===== src/rtl/serial_link_mon.sv =====
// serial_link_mon: sequence-checked link state machine with watchdog, in-order payload delivery and saturating stats.
module serial_link_mon #(
  parameter int SEQ_W    = 8,
  parameter int UP_COUNT = 4,
  parameter int WD_W     = 12
) (
  input  logic                clk,
  input  logic                rst,
  input  logic                sync,
  input  logic [63:0]         d,
  input  logic [7:0]          errors,
  input  logic                clear_stats,
  output logic                link_up,
  output logic                valid,
  output logic [63-SEQ_W:0]   payload,
  output logic [15:0]         seq_err_cnt,
  output logic [15:0]         drop_cnt,
  output logic [7:0]          down_cnt
);
  typedef enum logic [1:0] {DOWN, ACQ, UP} state_t;
  localparam logic [3:0] UPC = 4'(UP_COUNT);
  state_t state_q, state_d;
  logic [SEQ_W-1:0] exp_seq_q, exp_seq_d, seq, seq_nx;
  logic [3:0] good_q, good_d;
  logic miss_q, miss_d, valid_q, valid_d, link_up_q, link_up_d;
  logic [WD_W-1:0] wd_q, wd_d;
  logic [7:0] errors_prev_q, delta, down_q, down_d;
  logic [63-SEQ_W:0] payload_q, payload_d;
  logic [15:0] seq_err_q, seq_err_d, drop_q, drop_d;
  logic [16:0] drop_sum;
  logic expire, match, seq_inc, down_inc;
  always_comb begin
    seq = d[63 -: SEQ_W];
    seq_nx = seq + 1'b1;
    match = seq == exp_seq_q;
    expire = !sync && (wd_q == '1);
    wd_d = (sync || expire) ? '0 : wd_q + 1'b1;
    state_d = state_q;
    exp_seq_d = sync ? seq_nx : exp_seq_q;
    good_d = good_q;
    miss_d = miss_q;
    valid_d = 1'b0;
    payload_d = payload_q;
    seq_inc = 1'b0;
    down_inc = 1'b0;
    case (state_q)
      DOWN: if (sync) begin
        good_d = 4'd1;
        miss_d = 1'b0;
        state_d = (UPC == 4'd1) ? UP : ACQ;
      end
      ACQ: if (sync) begin
        good_d = match ? good_q + 4'd1 : 4'd1;
        miss_d = 1'b0;
        state_d = (match && (good_q + 4'd1 == UPC)) ? UP : ACQ;
      end else if (expire) state_d = DOWN;
      default: if (sync) begin
        valid_d = match;
        payload_d = match ? d[63-SEQ_W:0] : payload_q;
        miss_d = !match;
        seq_inc = !match;
        down_inc = !match && miss_q;
        good_d = (!match && miss_q) ? 4'd1 : good_q;
        state_d = (!match && miss_q) ? ACQ : UP;
      end else if (expire) begin
        state_d = DOWN;
        down_inc = 1'b1;
      end
    endcase
    link_up_d = state_q == UP;
    delta = errors - errors_prev_q;
    drop_sum = {1'b0, drop_q} + {9'd0, delta};
    drop_d = clear_stats ? '0 : drop_sum[16] ? 16'hFFFF : drop_sum[15:0];
    seq_err_d = clear_stats ? '0 : (seq_inc && seq_err_q != 16'hFFFF) ? seq_err_q + 1'b1 : seq_err_q;
    down_d = clear_stats ? '0 : (down_inc && down_q != 8'hFF) ? down_q + 1'b1 : down_q;
  end
  always_ff @(posedge clk) begin
    errors_prev_q <= errors;
    if (rst) begin
      state_q <= DOWN;
      exp_seq_q <= '0;
      good_q <= '0;
      miss_q <= 1'b0;
      wd_q <= '0;
      valid_q <= 1'b0;
      link_up_q <= 1'b0;
      payload_q <= '0;
      seq_err_q <= '0;
      drop_q <= '0;
      down_q <= '0;
    end else begin
      state_q <= state_d;
      exp_seq_q <= exp_seq_d;
      good_q <= good_d;
      miss_q <= miss_d;
      wd_q <= wd_d;
      valid_q <= valid_d;
      link_up_q <= link_up_d;
      payload_q <= payload_d;
      seq_err_q <= seq_err_d;
      drop_q <= drop_d;
      down_q <= down_d;
    end
  end
  assign link_up = link_up_q;
  assign valid = valid_q;
  assign payload = payload_q;
  assign seq_err_cnt = seq_err_q;
  assign drop_cnt = drop_q;
  assign down_cnt = down_q;
endmodule


===== config.mk =====
export PLATFORM = sky130hd
export DESIGN_NAME = serial_link_mon
export DESIGN_NICKNAME = d
export VERILOG_FILES = /design/src/rtl/serial_link_mon.sv
export SDC_FILE = /design/constraint.sdc
export NUM_CORES = 1
export LEC_CHECK = 0
export ABC_CLOCK_PERIOD_IN_PS = 4310
export CAP_MARGIN = 10
export CORE_ASPECT_RATIO = 0.9
export CORE_MARGIN = 2
export CORE_UTILIZATION = 40
export CTS_CLUSTER_DIAMETER = 80
export DETAILED_ROUTE_END_ITERATION = 8
export PLACE_DENSITY = 0.74
export REMOVE_ABC_BUFFERS = 1
export SYNTH_ARGS = -nofsm -noshare
export SYNTH_HDL_FRONTEND = slang
export SYNTH_SLANG_ARGS = --single-unit

===== constraint.sdc =====
create_clock -name clk -period 4.31 [get_ports clk]
set_input_delay 0.862 -clock clk [delete_from_list [all_inputs] [get_ports clk]]
set_output_delay 0.862 -clock clk [all_outputs]
set_load 0.02 [all_outputs]

Word level (Yosys, flattened, before mapping). Index checks and enable logic that the tools add are counted.

$add $sub $neg: 7. Equality and inequality tests: 8. Mux-type cells: 22. Bitwise logic cells: 2. Reductions and logical operators: 16.

Operator list (number): $mux 4 (5); $add 16x8->17 (1); $add 16x1->16 const B (1); $add 8x1->8 const B (2); $mux 16 (1); $ne 16x16->1 const B (1); $add 12x1->12 const B (1); $eq 12x12->1 const B (1); $mux 2 (6); $eq 8x8->1 (1); $mux 1 (8); $ne 8x8->1 const B (1); $pmux 4 s2 (1); $sub 8x8->8 (1); $reduce_or 2->1 (3); $logic_and 1x1->1 (5); $add 4x1->4 const B (1); $eq 4x3->1 const B (1); $pmux 2 s2 (1); $reduce_or 4->1 (1); $reduce_and 3->1 (1); $reduce_bool 3->1 (1); $eq 2x1->1 const B (1); $eq 2x2->1 const B (1); other kinds (6) (8).

Flip-flop bits (word level): 133. Bits of input ports: 76. Output and inout port bits: 98. Logic and storage cells: 67.

Depth between registers and ports, before layout. Gate-level depths: netlist of the first run.

Depth in word-level cells: 6. Depth in mapped cells: 16. Mapped depth without buffers: 15.

Least setup slack after synthesis of the first run. OpenSTA, ideal clock, no wires.

Path kind: input -> register. From: input errors[0]. To: register drop_q[13] (netlist: drop_cnt[13]). Setup time: 122 ps. Arrival time: 3687 ps. Data required time: 4188 ps. Path slack: 502 ps. Cell stages on the path: 16. Path buffers: 1. Cell sequence: inv_1 -> ha_1 -> inv_1 -> fa_1 -> a21o_1 -> a21oi_1 -> o21bai_1 -> a21oi_1 -> xnor2_1 -> ha_1 -> a21oi_1 -> o211ai_1 -> a31o_1 -> clkbuf_1 -> and2_1 -> o311a_1.

Longest elaborated chain between the ends: 3.

RTL lines: start, declared (line 11) `input logic [7:0] errors,`; $sub 8x8->8 (line 71) `delta = errors - errors_prev_q;`; $add 16x8->17 (line 72) `drop_sum = {1'b0, drop_q} + {9'd0, delta};`; $mux 16 (line 73) `drop_d = clear_stats ? '0 : drop_sum[16] ? 16'hFFFF : drop_sum[15:0];`; end signal, assigned (line 101) `drop_q <= drop_d;`; end, declared (line 29) `logic [15:0] seq_err_q, seq_err_d, drop_q, drop_d;`.

No other way between the ends. A chain may end at the register's enable or synchronous reset.

Final worst setup path of the first run. Ends and elaborated chain as after synthesis.

==> metrics.cfg, run 1 <==
[route]
vias_per_cell = 5.17
drtPass1Iterations = 4
wirelength_um = 15700
drc = 0
ant_nets = 0
routedWlPerCell_um = 14.5
drt_iter0_drc = 239
vias = 5595

[clock_network]
post-cts-setup-buffers = 0
clk_pin_slew_ps = 60
clockBufferDepth = 2
root_buffer = clkbuf_16
cts_buffers = 17
cts_resized = 0
htree_levels = 4
cts_hold_buf = 0
clock-sinks = 133
cts_tree = done
clkLatencyLatePin_ps = 420

[synth]
yosysUniqueCellTypes = 58
async_flop_share_pct = 0
synth_top_family_by_area = simple AND/OR/NAND/NOR gates
synth_xor_area_share_pct = 5.27
syn_inst = 705
synth_compound_area_share_pct = 18.7
ys_warn_count = 0
synth-seq-area-share_pct = 44.5
syn_area_per_cell_um2 = 8.48
muxShareOfSynthArea_pct = 0.669
synthFlopType = dfxtp_1
synth_seq_cells = 133
synth-simple-area-share_pct = 22.1
synth_edf_count = 0
synth_area_um2 = 5980
synthAdderAreaFrac_pct = 4.85

[sta]
timing.fmax_mhz = 253
hold_viol_final = 0
period_needed_ps = 3950
grt_setup_unrepaired = false
timing.hold.ws_ps = 451
fin_skew_ps = 4.91
drv_slew = 0
relSlewSlack_pct = 36.9
fin_crit_sh_pct = 91.7
setup_viol = 0
worstMarginPinSlew_ps = 946

[power_and_ir_drop]
combPwrFrac_pct = 11.8
p_int_uw = 2440
power_density_nw_per_um2 = 377
power.clock.fraction_pct = 48.6
ir_drop_mv = 0.271
p_switching_uw = 777
switching_share_pct = 24.2
seq_power_share_pct = 39.6
leakagePower_uw = 0.00295

[floorplanning]
io_pins = 174
die_w_um = 133
die_area_um2 = 15900
coreArea_um2 = 14700
rows = 42
initial_core_util_pct = 40.8
die_h_um = 120

[finish]
n_fill_cell = 1315
drive_above_1_share_pct = 6.45
utilization_pct = 58.1
layout.nets = 969
num_antenna_cells = 0
syn_to_final_growth_pct = 42.6

[worst_setup_path]
arrival_ps = 4260
cpPeakStageDelay_ps = 410
endpoint_kind = flip-flop
crit_path_cell_trace = clkdlybuf4s50_1 > inv_1 > ha_1 > inv_1 > fa_1 > a21o_1 > a21oi_1 > o21bai_1 > a21oi_1 > xnor2_1 > ha_1 > a21oi_1 > o211ai_1 > a31o_1 > and2_1 > o311a_1
path_class = primary input to flip-flop
cp_common_cell = a21oi_1
startpoint_type = primary input
cp.required_ps = 4620
worstPathMaxFanout = 6
cpMaxStageDelayCell = clkdlybuf4s50_1

[place]
io_buffers = 173
place_congestion = 0.810
dp_hpwl_um = 10700

[grt]
grt_pass1_wl_um = 25500
grt_start_max_net_pins = 58
track_usage_pct = 19.8
grt-ovfl-total = 0
antenna_found_initial = 0
grt_pass1_vias = 5160

[outcome]
status = finished, final reports clean

[worst_hold_path]
worstHoldPathType = flip-flop to flip-flop

[job]
drv_cap = 0

per-layer routing:
metal  GRT usage, %  share of wire, %  vias up
met2           32.8                47      143
met5              0                 0        -
met4           5.24              0.83        0
met3           6.08               6.4       13
met1           25.1                46     2602
li1               -                 -     2837
cell type report:
| type | count | area [µm²] | area share [%] |
|---|---|---|---|
| Multi-Input combinational cell | 517 | 3090 | 36.3 |
| Sequential cell | 133 | 2660 | 31.2 |
| Timing Repair Buffer | 185 | 1820 | 21.3 |
| Clock buffer | 19 | 443 | 5.20 |
| Tap cell | 198 | 248 | 2.91 |
| Clock inverter | 13 | 198 | 2.32 |
| Inverter | 17 | 63.8 | 0.748 |
placed cells by master, fill, tap and decap left out, drive strengths merged, types with 3 or more instances in the layout:
cell and n:
nand3 28, clkinv 5, bufinv 4, nor4 3
buf 13, dfxtp 133, o31ai 14, a211oi 14
o311a 3, and4 7, o211ai 3, a21o 5
a2111o 3, xnor2 21, clkdlybuf4s50 172, nand4 11
and3 10, o21ai 16, inv 20, nor2 34
a31oi 6, ha 20, nor3 6, nand2 143
o21bai 5, mux2i 4, xor2 15, or4 14
clkbuf 19, o21a 3, a21oi 94, or3 7
and2 7
flip-flops by register name, indices dropped and copies added, names as in the netlist, 4 cells and up:
signal         cells
down_cnt           8
seq_err_cnt       16
exp_seq_q          8
drop_cnt          16
errors_prev_q      8
wd_q              12
good_q             4
payload           56
kinds of logic after synthesis:
kind of cell | Yosys count
multiplexers | 4
adder cells (fa/ha/maj) | 22
AO/OA/AOI/OAI | 180
buffers and inverters | 55
flip-flops | 133
XOR/XNOR | 36
AND/OR/NAND/NOR | 275
through the flow:
stage | total power [µW] | TNS [ps] | cells | instance area (µm²) | setup WS [ps]
after floorplan | 1510 | -10200 | 667 | 5810 | -182
after global placement | 1670 | 0 | 1050 | 7890 | 33.1
after detailed placement | 1670 | -136 | 1050 | 7890 | -66.6
after CTS | 3240 | 0 | 1082 | 8530 | 363
after global routing | 3340 | 0 | 1082 | 8530 | 33.5
final | 3220 | 0 | 1082 | 8530 | 359
critical path: cells and delay by family:
family	cells	cell delay, ps
buf+inv	3	530
compound gates	8	1670
xor+xnor	1	150
simple gates	1	200
fa+ha+maj	3	840
cells in the mapped netlist, drive strengths merged, types with 4 or more instances:
| cell type | count | area, µm² |
|---|---|---|
| and2 | 7 | 43.8 |
| a31oi | 6 | 37.5 |
| o31ai | 14 | 105 |
| a211oi | 14 | 110 |
| nand3 | 28 | 140 |
| mux2i | 4 | 40.0 |
| nor2 | 34 | 128 |
| and4 | 7 | 68.8 |
| clkbuf | 26 | 97.6 |
| a21oi | 94 | 470 |
| nand2 | 143 | 537 |
| nor3 | 6 | 30.0 |
| inv | 17 | 63.8 |
| xor2 | 15 | 131 |
| o21bai | 5 | 37.5 |
| dfxtp | 133 | 2660 |
| and3 | 10 | 62.6 |
| or4 | 14 | 105 |
| nand4 | 11 | 96.3 |
| o21ai | 16 | 80.1 |
| xnor2 | 21 | 184 |
| ha | 20 | 250 |
| a21o | 5 | 37.5 |
| or3 | 7 | 48.8 |
| buf | 12 | 72.6 |
worst paths after layout:
path | start | to | slack, ps | depth (start not counted)
hold / removal | payload[55]$_SDFFE_PP0P_ | payload[55]$_SDFFE_PP0P_ | 450 | 2
setup / recovery | errors[0] | drop_cnt[13]$_SDFF_PP0_ | 360 | 16
hold reg to reg | payload[55]$_SDFFE_PP0P_ | payload[55]$_SDFFE_PP0P_ | 450 | 2
setup reg to reg | errors_prev_q[0]$_DFF_P_ | drop_cnt[13]$_SDFF_PP0_ | 970 | 14
power by group through the flow:
stage                     clock, µW  combinational, µW  sequential, µW
after global placement            0                371            1300
after detailed placement          0                376            1300
final                          1560                380            1270
after CTS                      1590                380            1270
after floorplan                   0                196            1310
after global routing           1640                422            1280
Note: power is estimated with default switching activity, not from simulation.
==> run 2: changes to the inputs <==
--- a/config.mk
+++ b/config.mk
@@ -5,7 +5,7 @@
 export SDC_FILE = /design/constraint.sdc
 export NUM_CORES = 1
 export LEC_CHECK = 0
-export ABC_CLOCK_PERIOD_IN_PS = 4310
+export ABC_CLOCK_PERIOD_IN_PS = 5100
 export CAP_MARGIN = 10
 export CORE_ASPECT_RATIO = 0.9
 export CORE_MARGIN = 2
==> constraint.sdc (replaced) <==
create_clock -name clk -period 5.1 [get_ports clk]
set_input_delay 1.02 -clock clk [delete_from_list [all_inputs] [get_ports clk]]
set_output_delay 1.02 -clock clk [all_outputs]
set_load 0.02 [all_outputs]
==> run 2 against run 1 <==
Cell count shrank 0.65%. Setup slack gained 520 ps. Register-to-register slack gained 680 ps. First-iteration DRC count grew 4.6%. Sequential share of layout area grew 0.31 points. Sequential power shrank 15%. Die area is the same. Highest routed layer unchanged. Via count shrank 0.39%. Clock skew grew 1.9 ps. Critical endpoint unchanged. Design area shrank 1.0%.
==> metrics.cfg, run 2 (synthesized netlist as in run 1, its figures left out) <==
[outcome]
status = finished, final reports clean

[power_and_ir_drop]
ir_drop_mv = 0.226
power_density_nw_per_um2 = 310
leakagePower_uw = 0.00289

[grt]
grt-ovfl-total = 0
grt_pass1_vias = 4914
track_usage_pct = 19.2
antenna_found_initial = 0
grt_pass1_wl_um = 24700
grt_start_max_net_pins = 58

[sta]
timing.hold.ws_ps = 449
worstMarginPinSlew_ps = 1210
drv_slew = 0
period_needed_ps = 4220
timing.fmax_mhz = 237
setup_viol = 0
relSlewSlack_pct = 19.3
fin_skew_ps = 6.84
fin_crit_sh_pct = 82.7
hold_viol_final = 0
grt_setup_unrepaired = false
fin_setup_tns_ps = 0

[route]
wirelength_um = 15200
drt_iter0_drc = 250
vias_per_cell = 5.18
routedWlPerCell_um = 14.1
vias = 5573
ant_nets = 0
drc = 0
drtPass1Iterations = 5

[worst_setup_path]
worstPathMaxFanout = 10
startpoint_type = primary input
cp.required_ps = 5400
r2r_start = errors_prev_q[0]$_DFF_P_
arrival_ps = 4520
endpoint_kind = flip-flop
crit_start = errors[0]
path_class = primary input to flip-flop

[floorplanning]
initial_core_util_pct = 40.8
rows = 42
coreArea_um2 = 14700
die_h_um = 120
die_w_um = 133
io_pins = 174
die_area_um2 = 15900

[clock_network]
post-cts-setup-buffers = 0
clock-sinks = 133
root_buffer = clkbuf_16
cts_hold_buf = 0
cts_buffers = 17
clk_pin_slew_ps = 60
cts_tree = done
cts_resized = 0
clkLatencyLatePin_ps = 410
htree_levels = 4
clockBufferDepth = 2

[place]
place_congestion = 0.827
postPlaceCellArea_um2 = 7840
io_buffers = 173
dp_hpwl_um = 10400

[finish]
syn_to_final_growth_pct = 41.1
layout.nets = 963
drive_above_1_share_pct = 5.59
final_cell_mix = clkdlybuf4s50_1, nand2_1, dfxtp_1
final_cell_area_um2 = 8440
layout_commonest_cell = clkdlybuf4s50_1
num_antenna_cells = 0
largest_reg_flops = 56

[worst_hold_path]
worstHoldPathType = flip-flop to flip-flop
min_from = state_q[0]$_SDFFE_PP0P_

[job]
drv_cap = 0

## run 2: cell types whose count changed in the layout (fill, tap and decap cells not counted), sizes merged
cell | previous run | this run
clkinv | 5 | 3
buf | 13 | 7
clkbuf | 19 | 20
clkinvlp | 1 | 5
bufinv | 4 | 3
inv | 20 | 17
## run 2: worst paths after layout
check,slack [ps],depth (start not counted),endpoint
min reg2reg,450,1,link_up$_SDFF_PP0_
min,450,1,link_up$_SDFF_PP0_
max,880,16,drop_cnt[13]$_SDFF_PP0_
max reg2reg,1650,14,drop_cnt[13]$_SDFF_PP0_
## run 2: per-layer routing
| metal | global-route usage, % | up-vias | wire length, µm |
|---|---|---|---|
| met3 | 5.91 | 14 | 1010 |
| li1 | - | 2821 | - |
| met4 | 6.12 | 0 | 139 |
| met2 | 29.8 | 172 | 6920 |
| met1 | 25.6 | 2566 | 7090 |
| met5 | 0 | - | 0 |
## run 2: metrics by stage
stage	total power, µW	std cells	setup slack (ps)	util [%]
finish	2620	1075	883	57.6
floorplan	1270	667	450	-
global route	2730	1075	591	57.6
CTS	2640	1075	916	57.6
global placement	1400	1044	540	53.5
detailed placement	1400	1044	490	53.5
## run 2: report_power, final
part | total (µW) | internal, µW | switching (µW)
clock | 1230 | 780 | 454
combinational | 308 | 152 | 155
sequential | 1080 | 1060 | 15.7
total | 2620 | 1990 | 625
## run 2: area by class of cell
cell class                      instances  area (µm²)
Inverter                               17        63.8
Clock inverter                         11         154
Timing Repair Buffer                  179        1770
Multi-Input combinational cell        517        3090
Clock buffer                           20         447
Tap cell                              198         248
Fill cell                            1305        6220
Sequential cell                       133        2660
## run 2: critical path, cell delays in order
cell and delay, ps:
clkdlybuf4s50_1 410, inv_1 60, ha_1 150, inv_1 50
fa_1 410, a21o_1 190, a21oi_1 220, o21bai_1 100
a21oi_1 180, xnor2_1 140, ha_1 290, a21oi_1 270
o211ai_1 160, a31o_1 360, and2_1 220, o311a_1 290
==> run 3: changes to the inputs <==
--- a/config.mk
+++ b/config.mk
@@ -5,7 +5,7 @@
 export SDC_FILE = /design/constraint.sdc
 export NUM_CORES = 1
 export LEC_CHECK = 0
-export ABC_CLOCK_PERIOD_IN_PS = 5100
+export ABC_CLOCK_PERIOD_IN_PS = 3950
 export CAP_MARGIN = 10
 export CORE_ASPECT_RATIO = 0.9
 export CORE_MARGIN = 2
==> constraint.sdc (replaced) <==
create_clock -name clk -period 3.95 [get_ports clk]
set_input_delay 0.79 -clock clk [delete_from_list [all_inputs] [get_ports clk]]
set_output_delay 0.79 -clock clk [all_outputs]
set_load 0.02 [all_outputs]
==> run 3 against run 2 <==
Via count fell by 0.57%. Routed wire length rose by 1.4%. Count of clock-buffer cells in the layout fell by 2. First-iteration DRC count fell by 1.2%. Critical path depth did not move. Sequential power rose by 29%.
==> metrics.cfg, run 3 (synthesized netlist as in run 1, its figures left out) <==
[outcome]
status = finished, final reports clean

[worst_hold_path]
worstHoldPathType = flip-flop to flip-flop

[finish]
layout_commonest_cell = clkdlybuf4s50_1
drive_above_1_share_pct = 7.09
final_cell_mix = clkdlybuf4s50_1, nand2_1, dfxtp_1
largest_reg_flops = 56
final_cell_area_um2 = 8500
num_antenna_cells = 0
syn_to_final_growth_pct = 42.1
layout.nets = 973
final_cell_count_no_fill = 1086

[sta]
timing.hold.ws_ps = 451
hold_viol_final = 0
grt_setup_unrepaired = false
fin_setup_tns_ps = 0
fin_skew_ps = 6.81
period_needed_ps = 3700
setup_slack_ps = 246
fin_crit_sh_pct = 93.8
drv_slew = 0
timing.fmax_mhz = 270
relSlewSlack_pct = 48.4
worstMarginPinSlew_ps = 774
setup_viol = 0

[clock_network]
clk_pin_slew_ps = 60
cts_tree = done
root_buffer = clkbuf_16
cts_buffers = 17
clkLatencyLatePin_ps = 410
clock-sinks = 133
htree_levels = 4
cts_hold_buf = 0
clockBufferDepth = 2

[floorplanning]
io_pins = 174
die_w_um = 133
initial_core_util_pct = 40.8
die_h_um = 120
coreArea_um2 = 14700
rows = 42
die_area_um2 = 15900

[route]
wirelength_um = 15400
drt_iter0_drc = 247
drc = 0
ant_nets = 0
vias_per_cell = 5.10
vias = 5541
drtPass1Iterations = 4
routedWlPerCell_um = 14.2

[place]
io_buffers = 173
dpl_worst_slack_ps = -244
postPlaceCellArea_um2 = 7920
dp_hpwl_um = 10700
dp.cells = 1054
place_congestion = 0.816

[worst_setup_path]
worstPathMaxFanout = 6
arrival_ps = 4010
startpoint_type = primary input
endpoint_kind = flip-flop
cp.required_ps = 4260
path_class = primary input to flip-flop

[grt]
grt_pass1_vias = 5063
track_usage_pct = 19.6
grt_pass1_wl_um = 25100
grt_start_max_net_pins = 59
antenna_found_initial = 0
grt-ovfl-total = 0

[power_and_ir_drop]
power_density_nw_per_um2 = 396
leakagePower_uw = 0.00295
ir_drop_mv = 0.311

[job]
drv_cap = 0

## run 3: cell count changes in the layout (fill, tap and decap cells not counted), sizes merged
cell,change
buf,+10
bufinv,-2
clkbuf,-2
clkinvlp,-3
inv,+8
## run 3: area by class of cell
| type | instances | area, µm² |
|---|---|---|
| fillers | 1326 | 6160 |
| multi-input cells | 517 | 3100 |
| flip-flops and latches | 133 | 2660 |
| repair buffers | 189 | 1850 |
| clock buffers | 18 | 439 |
| well taps | 198 | 248 |
| clock inverters | 14 | 140 |
| inverters | 17 | 63.8 |
## run 3: stage by stage
stage / total power [µW] / util, %
floorplan: 1640 / -
global placement: 1840 / 54.0
detailed placement: 1840 / 54.0
CTS: 3390 / 57.9
global route: 3500 / 58.0
finish: 3360 / 58.0
## run 3: power breakdown
group	internal [µW]	switching (µW)
clock	901	641
combinational	221	210
sequential	1370	22.0
total	2490	872
## run 3: repair_timing
| action | 4_1_cts | 5_1_grt |
|---|---|---|
| buffers inserted | 0 | 0 |
| setup endpoints to repair | 0 | 5 |
| resized for setup | 0 | 2 |
## run 3: critical path, stage by stage
cell and delay, ps:
clkdlybuf4s50_1 410, inv_1 60, ha_1 150, inv_1 60, fa_1 390, a21o_1 180
a21oi_1 190, o21bai_1 80, a21oi_1 170, xnor2_1 140, ha_1 270, a21oi_2 200
o211ai_1 120, a31o_1 290, and2_1 200, o311a_1 290
## run 3: worst paths after layout
check	startpoint	to	slack (ps)	cells after the start
hold reg to reg	payload[6]$_SDFFE_PP0P_	payload[6]$_SDFFE_PP0P_	450	2
hold / removal	payload[6]$_SDFFE_PP0P_	payload[6]$_SDFFE_PP0P_	450	2
setup / recovery	errors[0]	drop_cnt[13]$_SDFF_PP0_	250	16
setup reg to reg	errors_prev_q[0]$_DFF_P_	drop_cnt[13]$_SDFF_PP0_	790	14
## run 3: layer usage
metal	part of all wire [%]	track usage [%]	vias up
met3	6.7	6.13	7
met1	47	26.1	2533
met4	0.64	5.58	0
met2	45	30.6	159
li1	-	-	2842
met5	0	0	-
